[config.mk]
export PLATFORM = sky130hd
export DESIGN_NAME = switch_allocator_sep_flat
export DESIGN_NICKNAME = d
export VERILOG_FILES = /design/src/rtl/switch_allocator_sep_if.sv /design/src/rtl/switch_allocator_sep.sv /design/src/flat_wrapper.sv
export SDC_FILE = /design/constraint.sdc
export NUM_CORES = 1
export LEC_CHECK = 0
export CELL_PAD_IN_SITES_DETAIL_PLACEMENT = 1
export CELL_PAD_IN_SITES_GLOBAL_PLACEMENT = 1
export CORE_MARGIN = 3
export CORE_UTILIZATION = 45
export CTS_CLUSTER_DIAMETER = 150
export DETAILED_ROUTE_END_ITERATION = 8
export HOLD_SLACK_MARGIN = 0.08
export PLACE_DENSITY = 0.8
export SYNTH_ARGS = -nofsm -noshare
export SYNTH_HDL_FRONTEND = slang
export SYNTH_SLANG_ARGS = --single-unit
[constraint.sdc]
create_clock -name clk -period 13 [get_ports clk]
set_input_delay 3.25 -clock clk [delete_from_list [all_inputs] [get_ports clk]]
set_output_delay 3.25 -clock clk [all_outputs]
set_load 0.05 [all_outputs]
[src/rtl/switch_allocator_sep_if.sv]
// switch_allocator_sep_if
//   Bundle between the input block and the separable switch allocator.
//   The input block (master) presents per-input/per-VC requests together with
//   the routed output port and the downstream VC, and returns credits from the
//   next router. The allocator (slave) answers with one VC grant per input and
//   the crossbar select per output.
//   Signals:
//     switch_request [PORT_NUM][VC_NUM]          input VC wants to send a flit
//     out_port       [PORT_NUM][VC_NUM] port     output port of each input VC
//     downstream_vc  [PORT_NUM][VC_NUM] vc       VC allocated in the next router
//     credit_in      [PORT_NUM][VC_NUM]          one credit back for (output, VC)
//     vc_sel         [PORT_NUM] vc               granted VC of each input
//     valid_sel      [PORT_NUM]                  input granted this cycle
//     xbar_select    [PORT_NUM] port             input feeding each output
//     valid_flit_out [PORT_NUM]                  output carries a flit next cycle
interface switch_allocator_sep_if #(
  parameter int PORT_NUM = 5,
  parameter int VC_NUM   = 2,
  parameter int VC_SIZE  = 1,
  parameter int PORT_W   = $clog2(PORT_NUM)
);
  logic [PORT_NUM-1:0][VC_NUM-1:0]              switch_request;
  logic [PORT_NUM-1:0][VC_NUM-1:0][PORT_W-1:0]  out_port;
  logic [PORT_NUM-1:0][VC_NUM-1:0][VC_SIZE-1:0] downstream_vc;
  logic [PORT_NUM-1:0][VC_NUM-1:0]              credit_in;
  logic [PORT_NUM-1:0][VC_SIZE-1:0]             vc_sel;
  logic [PORT_NUM-1:0]                          valid_sel;
  logic [PORT_NUM-1:0][PORT_W-1:0]              xbar_select;
  logic [PORT_NUM-1:0]                          valid_flit_out;

  modport master (
    output switch_request, out_port, downstream_vc, credit_in,
    input  vc_sel, valid_sel, xbar_select, valid_flit_out
  );

  modport slave (
    input  switch_request, out_port, downstream_vc, credit_in,
    output vc_sel, valid_sel, xbar_select, valid_flit_out
  );
endinterface

[src/rtl/switch_allocator_sep.sv]
// switch_allocator_sep
//   Separable input-first switch allocator with downstream credit tracking.
//   Stage 1 picks one eligible VC per input (round-robin from in_ptr), stage 2
//   picks one stage-1 winner per output (round-robin from out_ptr). Grants are
//   combinational in the request cycle; pointers and credits update on clk.
//   A VC is eligible only while its (output, downstream VC) has credit.
//   Ports:
//     clk  in  clock, all state on the rising edge
//     rst  in  asynchronous reset, active-low; forces every output to 0
//     sa   slave modport of switch_allocator_sep_if (requests in, grants out)
module switch_allocator_sep #(
  parameter int PORT_NUM    = 5,
  parameter int VC_NUM      = 2,
  parameter int VC_SIZE     = 1,
  parameter int BUFFER_SIZE = 8
) (
  input  logic                  clk,
  input  logic                  rst,
  switch_allocator_sep_if.slave sa
);

  localparam int PORT_W = $clog2(PORT_NUM);
  localparam int CRED_W = $clog2(BUFFER_SIZE + 1);

  typedef logic [PORT_W-1:0] port_t;
  localparam port_t LOCAL = '0;

  function automatic logic [VC_SIZE-1:0] vc_wrap(input int x);
    return VC_SIZE'(x % VC_NUM);
  endfunction

  function automatic port_t port_wrap(input int x);
    return PORT_W'(x % PORT_NUM);
  endfunction

  logic [VC_SIZE-1:0]             in_ptr [PORT_NUM];
  port_t                          out_ptr [PORT_NUM];
  logic [CRED_W-1:0]              credit [PORT_NUM][VC_NUM];

  logic [PORT_NUM-1:0][VC_NUM-1:0] elig;
  logic [PORT_NUM-1:0]             w1_vld;
  logic [VC_SIZE-1:0]              w1 [PORT_NUM];
  logic [PORT_NUM-1:0]             out_gnt;
  port_t                           out_win [PORT_NUM];
  logic [PORT_NUM-1:0]             in_gnt;
  logic [PORT_NUM-1:0][VC_NUM-1:0] dec;

  // Eligibility: request plus a free slot in the chosen downstream VC
  always_comb begin
    elig = '0;
    for (int i = 0; i < PORT_NUM; i++) begin
      for (int v = 0; v < VC_NUM; v++) begin
        elig[i][v] = sa.switch_request[i][v] &&
                     (credit[sa.out_port[i][v]][sa.downstream_vc[i][v]] != '0);
      end
    end
  end

  // Stage 1: per-input round-robin over VCs
  always_comb begin
    logic [VC_SIZE-1:0] vc;
    vc     = '0;
    w1_vld = '0;
    for (int i = 0; i < PORT_NUM; i++) begin
      w1[i] = '0;
      for (int k = 0; k < VC_NUM; k++) begin
        vc = vc_wrap(int'(in_ptr[i]) + k);
        if (!w1_vld[i] && elig[i][vc]) begin
          w1_vld[i] = 1'b1;
          w1[i]     = vc;
        end
      end
    end
  end

  // Stage 2: per-output round-robin over inputs holding a stage-1 winner
  always_comb begin
    port_t src;
    src     = LOCAL;
    out_gnt = '0;
    for (int o = 0; o < PORT_NUM; o++) begin
      out_win[o] = LOCAL;
      for (int k = 0; k < PORT_NUM; k++) begin
        src = port_wrap(int'(out_ptr[o]) + k);
        if (!out_gnt[o] && w1_vld[src] && (sa.out_port[src][w1[src]] == port_t'(o))) begin
          out_gnt[o] = 1'b1;
          out_win[o] = src;
        end
      end
    end
  end

  // Map output grants back to inputs and to the credit counter they consume
  always_comb begin
    in_gnt = '0;
    dec    = '0;
    for (int o = 0; o < PORT_NUM; o++) begin
      if (out_gnt[o]) begin
        in_gnt[out_win[o]] = 1'b1;
        dec[o][sa.downstream_vc[out_win[o]][w1[out_win[o]]]] = 1'b1;
      end
    end
  end

  // Outputs are forced low for as long as reset is held, without waiting for a clock
  always_comb begin
    for (int i = 0; i < PORT_NUM; i++) begin
      sa.valid_sel[i] = rst && in_gnt[i];
      sa.vc_sel[i]    = (rst && in_gnt[i]) ? w1[i] : '0;
    end
    for (int o = 0; o < PORT_NUM; o++) begin
      sa.valid_flit_out[o] = rst && out_gnt[o];
      sa.xbar_select[o]    = (rst && out_gnt[o]) ? out_win[o] : LOCAL;
    end
  end

  // State update: pointers advance past the winner only on a full grant
  always_ff @(posedge clk or negedge rst) begin
    if (!rst) begin
      for (int i = 0; i < PORT_NUM; i++) begin
        in_ptr[i]  <= '0;
        out_ptr[i] <= LOCAL;
        for (int v = 0; v < VC_NUM; v++) begin
          credit[i][v] <= CRED_W'(BUFFER_SIZE);
        end
      end
    end else begin
      for (int i = 0; i < PORT_NUM; i++) begin
        if (in_gnt[i]) begin
          in_ptr[i] <= vc_wrap(int'(w1[i]) + 1);
        end
      end
      for (int o = 0; o < PORT_NUM; o++) begin
        if (out_gnt[o]) begin
          out_ptr[o] <= port_wrap(int'(out_win[o]) + 1);
        end
        for (int v = 0; v < VC_NUM; v++) begin
          if (dec[o][v] && !sa.credit_in[o][v]) begin
            credit[o][v] <= credit[o][v] - CRED_W'(1);
          end else if (sa.credit_in[o][v] && !dec[o][v] &&
                       (credit[o][v] != CRED_W'(BUFFER_SIZE))) begin
            // A return at full is a protocol error; the counter saturates
            credit[o][v] <= credit[o][v] + CRED_W'(1);
          end
        end
      end
    end
  end

  for (genvar o = 0; o < PORT_NUM; o++) begin : g_out_chk
    logic [PORT_NUM-1:0] tgt;
    always_comb begin
      tgt = '0;
      for (int i = 0; i < PORT_NUM; i++) begin
        tgt[i] = in_gnt[i] && (sa.out_port[i][w1[i]] == port_t'(o));
      end
    end

    a_onehot_out: assert property (@(posedge clk) disable iff (!rst) $onehot0(tgt));

    for (genvar v = 0; v < VC_NUM; v++) begin : g_vc_chk
      a_no_underflow: assert property (@(posedge clk) disable iff (!rst)
        !(dec[o][v] && (credit[o][v] == '0)));
      a_no_inc_full: assert property (@(posedge clk) disable iff (!rst)
        !(sa.credit_in[o][v] && !dec[o][v] && (credit[o][v] == CRED_W'(BUFFER_SIZE))));
    end
  end

endmodule
[src/flat_wrapper.sv]
// flat-port wrapper written by rule: the top's interface ports become plain ports
module switch_allocator_sep_flat 
#(
  parameter int PORT_NUM    = 5,
  parameter int VC_NUM      = 2,
  parameter int VC_SIZE     = 1,
  parameter int BUFFER_SIZE = 8
)
  (clk, rst, sa_switch_request, sa_out_port, sa_downstream_vc, sa_credit_in, sa_vc_sel, sa_valid_sel, sa_xbar_select, sa_valid_flit_out);
  switch_allocator_sep_if #(.PORT_NUM(PORT_NUM), .VC_NUM(VC_NUM), .VC_SIZE(VC_SIZE)) sa_i ();
  input  logic clk;
  input  logic rst;
  input wire logic [$bits(sa_i.switch_request)-1:0] sa_switch_request;
  input wire logic [$bits(sa_i.out_port)-1:0] sa_out_port;
  input wire logic [$bits(sa_i.downstream_vc)-1:0] sa_downstream_vc;
  input wire logic [$bits(sa_i.credit_in)-1:0] sa_credit_in;
  output wire logic [$bits(sa_i.vc_sel)-1:0] sa_vc_sel;
  output wire logic [$bits(sa_i.valid_sel)-1:0] sa_valid_sel;
  output wire logic [$bits(sa_i.xbar_select)-1:0] sa_xbar_select;
  output wire logic [$bits(sa_i.valid_flit_out)-1:0] sa_valid_flit_out;
  assign sa_i.switch_request = sa_switch_request;
  assign sa_i.out_port = sa_out_port;
  assign sa_i.downstream_vc = sa_downstream_vc;
  assign sa_i.credit_in = sa_credit_in;
  assign sa_vc_sel = sa_i.vc_sel;
  assign sa_valid_sel = sa_i.valid_sel;
  assign sa_xbar_select = sa_i.xbar_select;
  assign sa_valid_flit_out = sa_i.valid_flit_out;
  switch_allocator_sep #(.PORT_NUM(PORT_NUM), .VC_NUM(VC_NUM), .VC_SIZE(VC_SIZE), .BUFFER_SIZE(BUFFER_SIZE)) u_core (.clk(clk), .rst(rst), .sa(sa_i));
endmodule
==> results of run 1 <==
-- per-layer routing --
metal,part of all wire,GRT usage,wire length [um]
met5,0.00015,0,12
met4,0.048,0.1632,3898
met1,0.41,0.5462,33230
met2,0.44,0.6400,35760
met3,0.11,0.1034,9111
-- cell families after synthesis --
group	synth area share
DFF	0.09280
and+or+nand+nor	0.2830
xor gates and xnor gates	0.04134
muxes	0.1036
adders and majority gates	0.1075
buffers and inverters	0.06335
AOI/OAI and AO/OA	0.3084
-- path summary, 6_finish.rpt --
path                                               start                             to  slack (ps)  cells past startpoint
min                        u_core.credit[35]$_DFFE_PN1P_  u_core.credit[35]$_DFFE_PN1P_         520                      1
min in group asynchronous                            rst  u_core.credit[28]$_DFFE_PN0P_        3000                      1
max reg2reg                u_core.out_ptr[5]$_DFFE_PN0N_  u_core.credit[11]$_DFFE_PN1P_        4520                     27
min reg2reg                u_core.credit[35]$_DFFE_PN1P_  u_core.credit[35]$_DFFE_PN1P_         520                      1
max in group asynchronous                            rst  u_core.credit[15]$_DFFE_PN1P_        9120                      2
max                                      sa_out_port[15]                   sa_vc_sel[0]          80                     19
-- state kept, by name, summed over array words and instances, names as in the netlist --
signal          flops
u_core.credit      40
u_core.in_ptr       5
u_core.out_ptr     15
-- cell type report --
class	count	area [sq um]	share of cell area
clock inverter	7	52.55	0.002887
inverter	161	604.3	0.03320
timing repair buffer	156	1411	0.07754
multi-input combinational	1921	13810	0.7586
tap	461	576.8	0.03169
sequential	60	1514	0.08318
clock buffer	9	225.2	0.01237
antenna	4	10.01	0.0005499
-- per-stage QoR --
step                hold slack, ps  worst slack [ps]
floorplan                    476.8              1791
global placement             494.7             511.4
detailed placement           515.8             461.6
CTS                          522.9             414.9
global route                 549.1             8.080
finish                       523.2             82.51
-- critical path: cells and delay by family --
family          cells  cell delay, ps
mux                 1             470
compound gates      7            2200
buf+inv             5            1810
simple gates        6            1910
-- synthesized netlist by cell type (all sizes together), types with 12 or more instances --
cell type / number
nor3: 98
a21boi: 12
ha: 121
o22ai: 33
and2: 46
xnor2: 65
a211oi: 36
nor2: 169
o221ai: 23
a31oi: 29
nor4: 36
nand2: 182
or2: 18
o211ai: 31
xor2: 12
or3: 31
dfrtp: 50
o21ai: 106
nand3: 85
nand2b: 37
mux2i: 80
nand4: 25
o31ai: 16
a21oi: 134
o2111ai: 14
inv: 154
nor3b: 17
o32ai: 12
a22o: 13
a221oi: 13
a21o: 36
buf: 21
nor2b: 37
fa: 12
and3: 43
a22oi: 22
clkbuf: 84
o21a: 21
mux4: 27
mux2: 25
nand3b: 12
or4: 20
==> results.yml, run 1 <==
synthesis:
  synth.top_cell.area_share: 0.09280
  ys_ff_latch: 60
  synth_edf_count: 0
  syn_nets: 2442
  syn_avg_cell_area_sq_um: 7.261
  ys_seq_area_frac: 0.09280
  ys_types: 115
  yosys_warnings: 0
  ys_top_cells_by_area: "ha_1 9.3%, dfrtp_1 7.7%, mux2i_1 4.9%, nand2_1 4.2%, a21oi_1 4.1%"
  synth_ff_type: "dfrtp_1"
  synth-async-reset-ratio: 1.000
  synth_cells: 2247
  synthesis.area_sq_mm: 0.01631
  synth_top_area_cell: "ha_1"
cells_and_area:
  fin_cells: 2779
  layout_common_cells: "182 x nand2_1, 166 x nor2_1, 147 x inv_1"
  final_util: 0.5105
  final_cell_area_sq_mm: 0.01820
  drive_above_1_share: 0.1029
  fillCellCount: 4533
  final_common_cell: "nand2_1"
  syn_to_final_growth_pct: 11.57
  final_nets: 2504
sta:
  relSlewSlack: 0.1409
  finalHoldViolations: 0
  period_needed_ps: 12920
  final-setup-viol-count: 0
  post-route-period-util: 0.9937
  tns_ps: 0
  worst_slew_pin_slew_ps: 1278
  drv_slew: 0
  finClkSkew_ps: 20.80
  rsz0062_at_grt: "false"
  fmax_mhz: 77.41
setup_path:
  crit_chain: "clkdlybuf4s50_1 > clkinv_1 > mux2i_1 > a2bb2oi_1 > and3_1 > buf_4 > a21oi_1 > o311a_1 > a2111oi_0 > o21ba_2 > a2bb2oi_1 > o2bb2ai_1 > nand2_1 > inv_1 > nor4_1 > nor4_1 > nor2b_1 > and2_1 > buf_4"
  crit_type: "input port to primary output"
  crit_arrival_ps: 9670
  startpoint_type: "input port"
  cp.required_ps: 9750
  critical_path.max_fanout: 9
  crit_path_end_kind: "primary output"
  critical-path-slowest-cell: "clkdlybuf4s50_1"
  cp_slowest_stage_delay_ps: 700
floorplan:
  core_area_sq_mm: 0.03566
  num_rows: 69
  initial_core_util: 0.4576
  die_width_um: 196.4
  die_area_sq_mm: 0.03857
  num_io_pins: 92
  die_h_um: 196.4
global_routing:
  track_usage: 0.4104
  grt_max_degree: 60
  antenna_found_initial: 6
  gr-total-overflow: 0
  grt_pass1_wl_um: 122500
  grt_pass1_vias: 19590
clock_tree:
  cts_tree: "done"
  hold_buffers: 0
  clk_pin_slew_ps: 60
  post_cts_buffers: 0
  cts.sinks: 60
  cts_root_buf: "clkbuf_16"
  cts_buffer_depth: 2
  insertion_delay_ps: 370
  numCtsBuffers: 9
  ctsResizeCount: 0
  cts_htree_levels: 3
detailed_routing:
  wl_per_cell_um: 29.51
  num_vias: 19890
  final_antenna_net_count: 0
  drc_errors: 0
  drt_iter0_drc: 2577
  viasPerCell: 7.157
  wirelength_um: 82010
  drt_first_pass_iters: 8
run:
  drv_cap: 0
placed_design:
  dp_hpwl_um: 66400
  port_buffers: 91
  place_area_sq_mm: 0.01791
  placed_cells: 2759
  gp_congestion: 1.106
status:
  status: "complete, no violations"
min_path:
  hold_class: "flop to flop"
Power of run 1 is not shown: default switching activity piles up to over one toggle a cycle in this logic, so the estimate is an artifact.
==> inputs of run 2 (changes only) <==
- CORE_UTILIZATION: 45 -> 50
- PLACE_DENSITY: 0.8 -> 0.88
==> run 2 against run 1 <==
  * The flow now finishes with violations (setup timing)
  * Critical path depth down 1
  * Clock skew decreased by 3.9 ps
  * Setup slack got worse by 280 ps
  * Design area grew 0.63%
  * Highest routed layer unchanged
  * Wire length grew 14%
==> results.yml, run 2 (same netlist as run 1, synthesis figures left out) <==
clock_tree:
  clk_pin_slew_ps: 60
  insertion_delay_ps: 370
  cts_tree: "done"
  cts_root_buf: "clkbuf_16"
  hold_buffers: 0
  cts.sinks: 60
  cts_buffer_depth: 2
  cts_htree_levels: 3
  numCtsBuffers: 9
setup_path:
  reg2reg_from: "u_core.out_ptr[9]$_DFFE_PN0N_"
  crit_end: "sa_vc_sel[0]"
  r2r_setup_slack_ps: 4100
  cp_slowest_stage_delay_ps: 970
  startpoint_type: "input port"
  cp.required_ps: 9750
  crit_type: "input port to primary output"
  ff2ff_path_depth: 29
  crit_path_end_kind: "primary output"
  critical_path.max_fanout: 9
  crit_path_frequent_cell: "buf_4"
  crit_arrival_ps: 9950
  rr_endpoint: "u_core.credit[31]$_DFFE_PN1P_"
  crit_chain: "clkdlybuf4s50_1 > nand2b_1 > or2_2 > o221a_2 > and3_1 > nand2_1 > buf_4 > mux4_2 > o22a_1 > o211ai_2 > and4bb_1 > nand3_1 > and4_1 > a41o_1 > nor4_1 > nor2b_1 > and2_1 > buf_4"
  crit_path_start: "sa_out_port[4]"
  critical-path-slowest-cell: "clkdlybuf4s50_1"
detailed_routing:
  num_vias: 21820
  drc_errors: 0
  wl_per_cell_um: 33.75
  final_antenna_net_count: 0
  drt_iter0_drc: 3407
  viasPerCell: 7.908
  drt_first_pass_iters: 8
  wirelength_um: 93130
sta:
  fmax_mhz: 75.77
  worst_slew_pin_slew_ps: 1321
  setup_ws_ps: -197.8
  period_needed_ps: 13200
  finClkSkew_ps: 16.92
  drv_slew: 0
  relSlewSlack: 0.1118
  final-setup-viol-count: 5
  rsz0062_at_grt: "true"
  post-route-period-util: 1.015
  finalHoldViolations: 0
status:
  status: "complete, but fails checks"
  violations: "setup timing"
floorplan:
  die_h_um: 186.6
  initial_core_util: 0.5117
  die_width_um: 186.6
  num_rows: 65
  num_io_pins: 92
  core_area_sq_mm: 0.03188
  die_area_sq_mm: 0.03483
cells_and_area:
  drive_above_1_share: 0.1094
  layout_common_cells: "181 x nand2_1, 165 x nor2_1, 147 x inv_1"
  final_common_cell: "nand2_1"
  final_cell_area_sq_mm: 0.01832
  fillCellCount: 4026
  reg_top3: "u_core.credit x40, u_core.out_ptr x15, u_core.in_ptr x5"
  final_nets: 2512
  largest_reg_flops: 40
  syn_to_final_growth_pct: 12.27
  multiInputGateArea_sq_mm: 0.01385
  regArea_sq_mm: 0.001514
  largest-register: "u_core.credit"
global_routing:
  grt_max_degree: 55
  gr-total-overflow: 0
  grt_pass1_vias: 21730
  grt_pass1_wl_um: 135500
  track_usage: 0.4989
  antenna_found_initial: 5
placed_design:
  place_area_sq_mm: 0.01788
  post-place-ws_ps: 51.38
  dp_hpwl_um: 68010
  gp_congestion: 1.130
  port_buffers: 91
min_path:
  whs_path_depth: 1
  hold_class: "flop to flop"
  worstHoldStart: "u_core.credit[35]$_DFFE_PN1P_"
run:
  drv_cap: 0
-- run 2: worst min-delay path by stage --
stage	to	slack (ps)
6_report	u_core.credit[35]$_DFFE_PN1P_	520
5_1_grt	u_core.credit[35]$_DFFE_PN1P_	530
4_1_cts	u_core.credit[35]$_DFFE_PN1P_	520
3_5_place_dp	u_core.credit[35]$_DFFE_PN1P_	500
3_3_place_gp	u_core.credit[35]$_DFFE_PN1P_	500
2_1_floorplan	u_core.credit[35]$_DFFE_PN1P_	480
-- run 2: layer usage --
| metal | track usage | vias to the layer above | share of wire | wire length, um |
|---|---|---|---|---|
| li1 | - | 8672 | - | - |
| met1 | 0.6040 | 10490 | 0.36 | 33560 |
| met2 | 0.7496 | 2005 | 0.41 | 38110 |
| met3 | 0.2036 | 639 | 0.15 | 14170 |
| met4 | 0.2823 | 8 | 0.078 | 7239 |
| met5 | 0 | - | 0.00058 | 54 |
-- run 2: worst max-delay path: cells and delay by family --
| family | cells | cell delay, ps |
|---|---|---|
| AO/OA/AOI/OAI | 4 | 1090 |
| multiplexers | 1 | 490 |
| AND/OR/NAND/NOR | 10 | 3630 |
| buffers and inverters | 3 | 1470 |
-- run 2: through the flow --
stage	utilization	std cells	hold slack, ps	TNS (ps)
after floorplan	-	2247	476.8	0
after global placement	0.5608	2739	499.2	0
after detailed placement	0.5608	2739	497.4	0
after CTS	0.5725	2755	515.8	0
after global routing	0.5745	2758	530.8	-366.4
final	0.5745	2759	517.6	-560.0
-- run 2: area by class of cell --
| class | instances | area share |
|---|---|---|
| Tap cell | 435 | 0.02972 |
| Clock buffer | 10 | 0.01305 |
| Sequential cell | 60 | 0.08266 |
| Timing Repair Buffer | 164 | 0.07897 |
| Antenna cell | 2 | 0.0002732 |
| Clock inverter | 6 | 0.006080 |
| Inverter | 161 | 0.03306 |
| Multi-Input combinational cell | 1921 | 0.7562 |
-- run 2: timing repair --
action	in CTS	in global routing
setup endpoints to repair	3	5
buffers inserted	0	2
resized for setup	5	15
pin swaps	0	2
Power of run 2 is left out for the same reason.
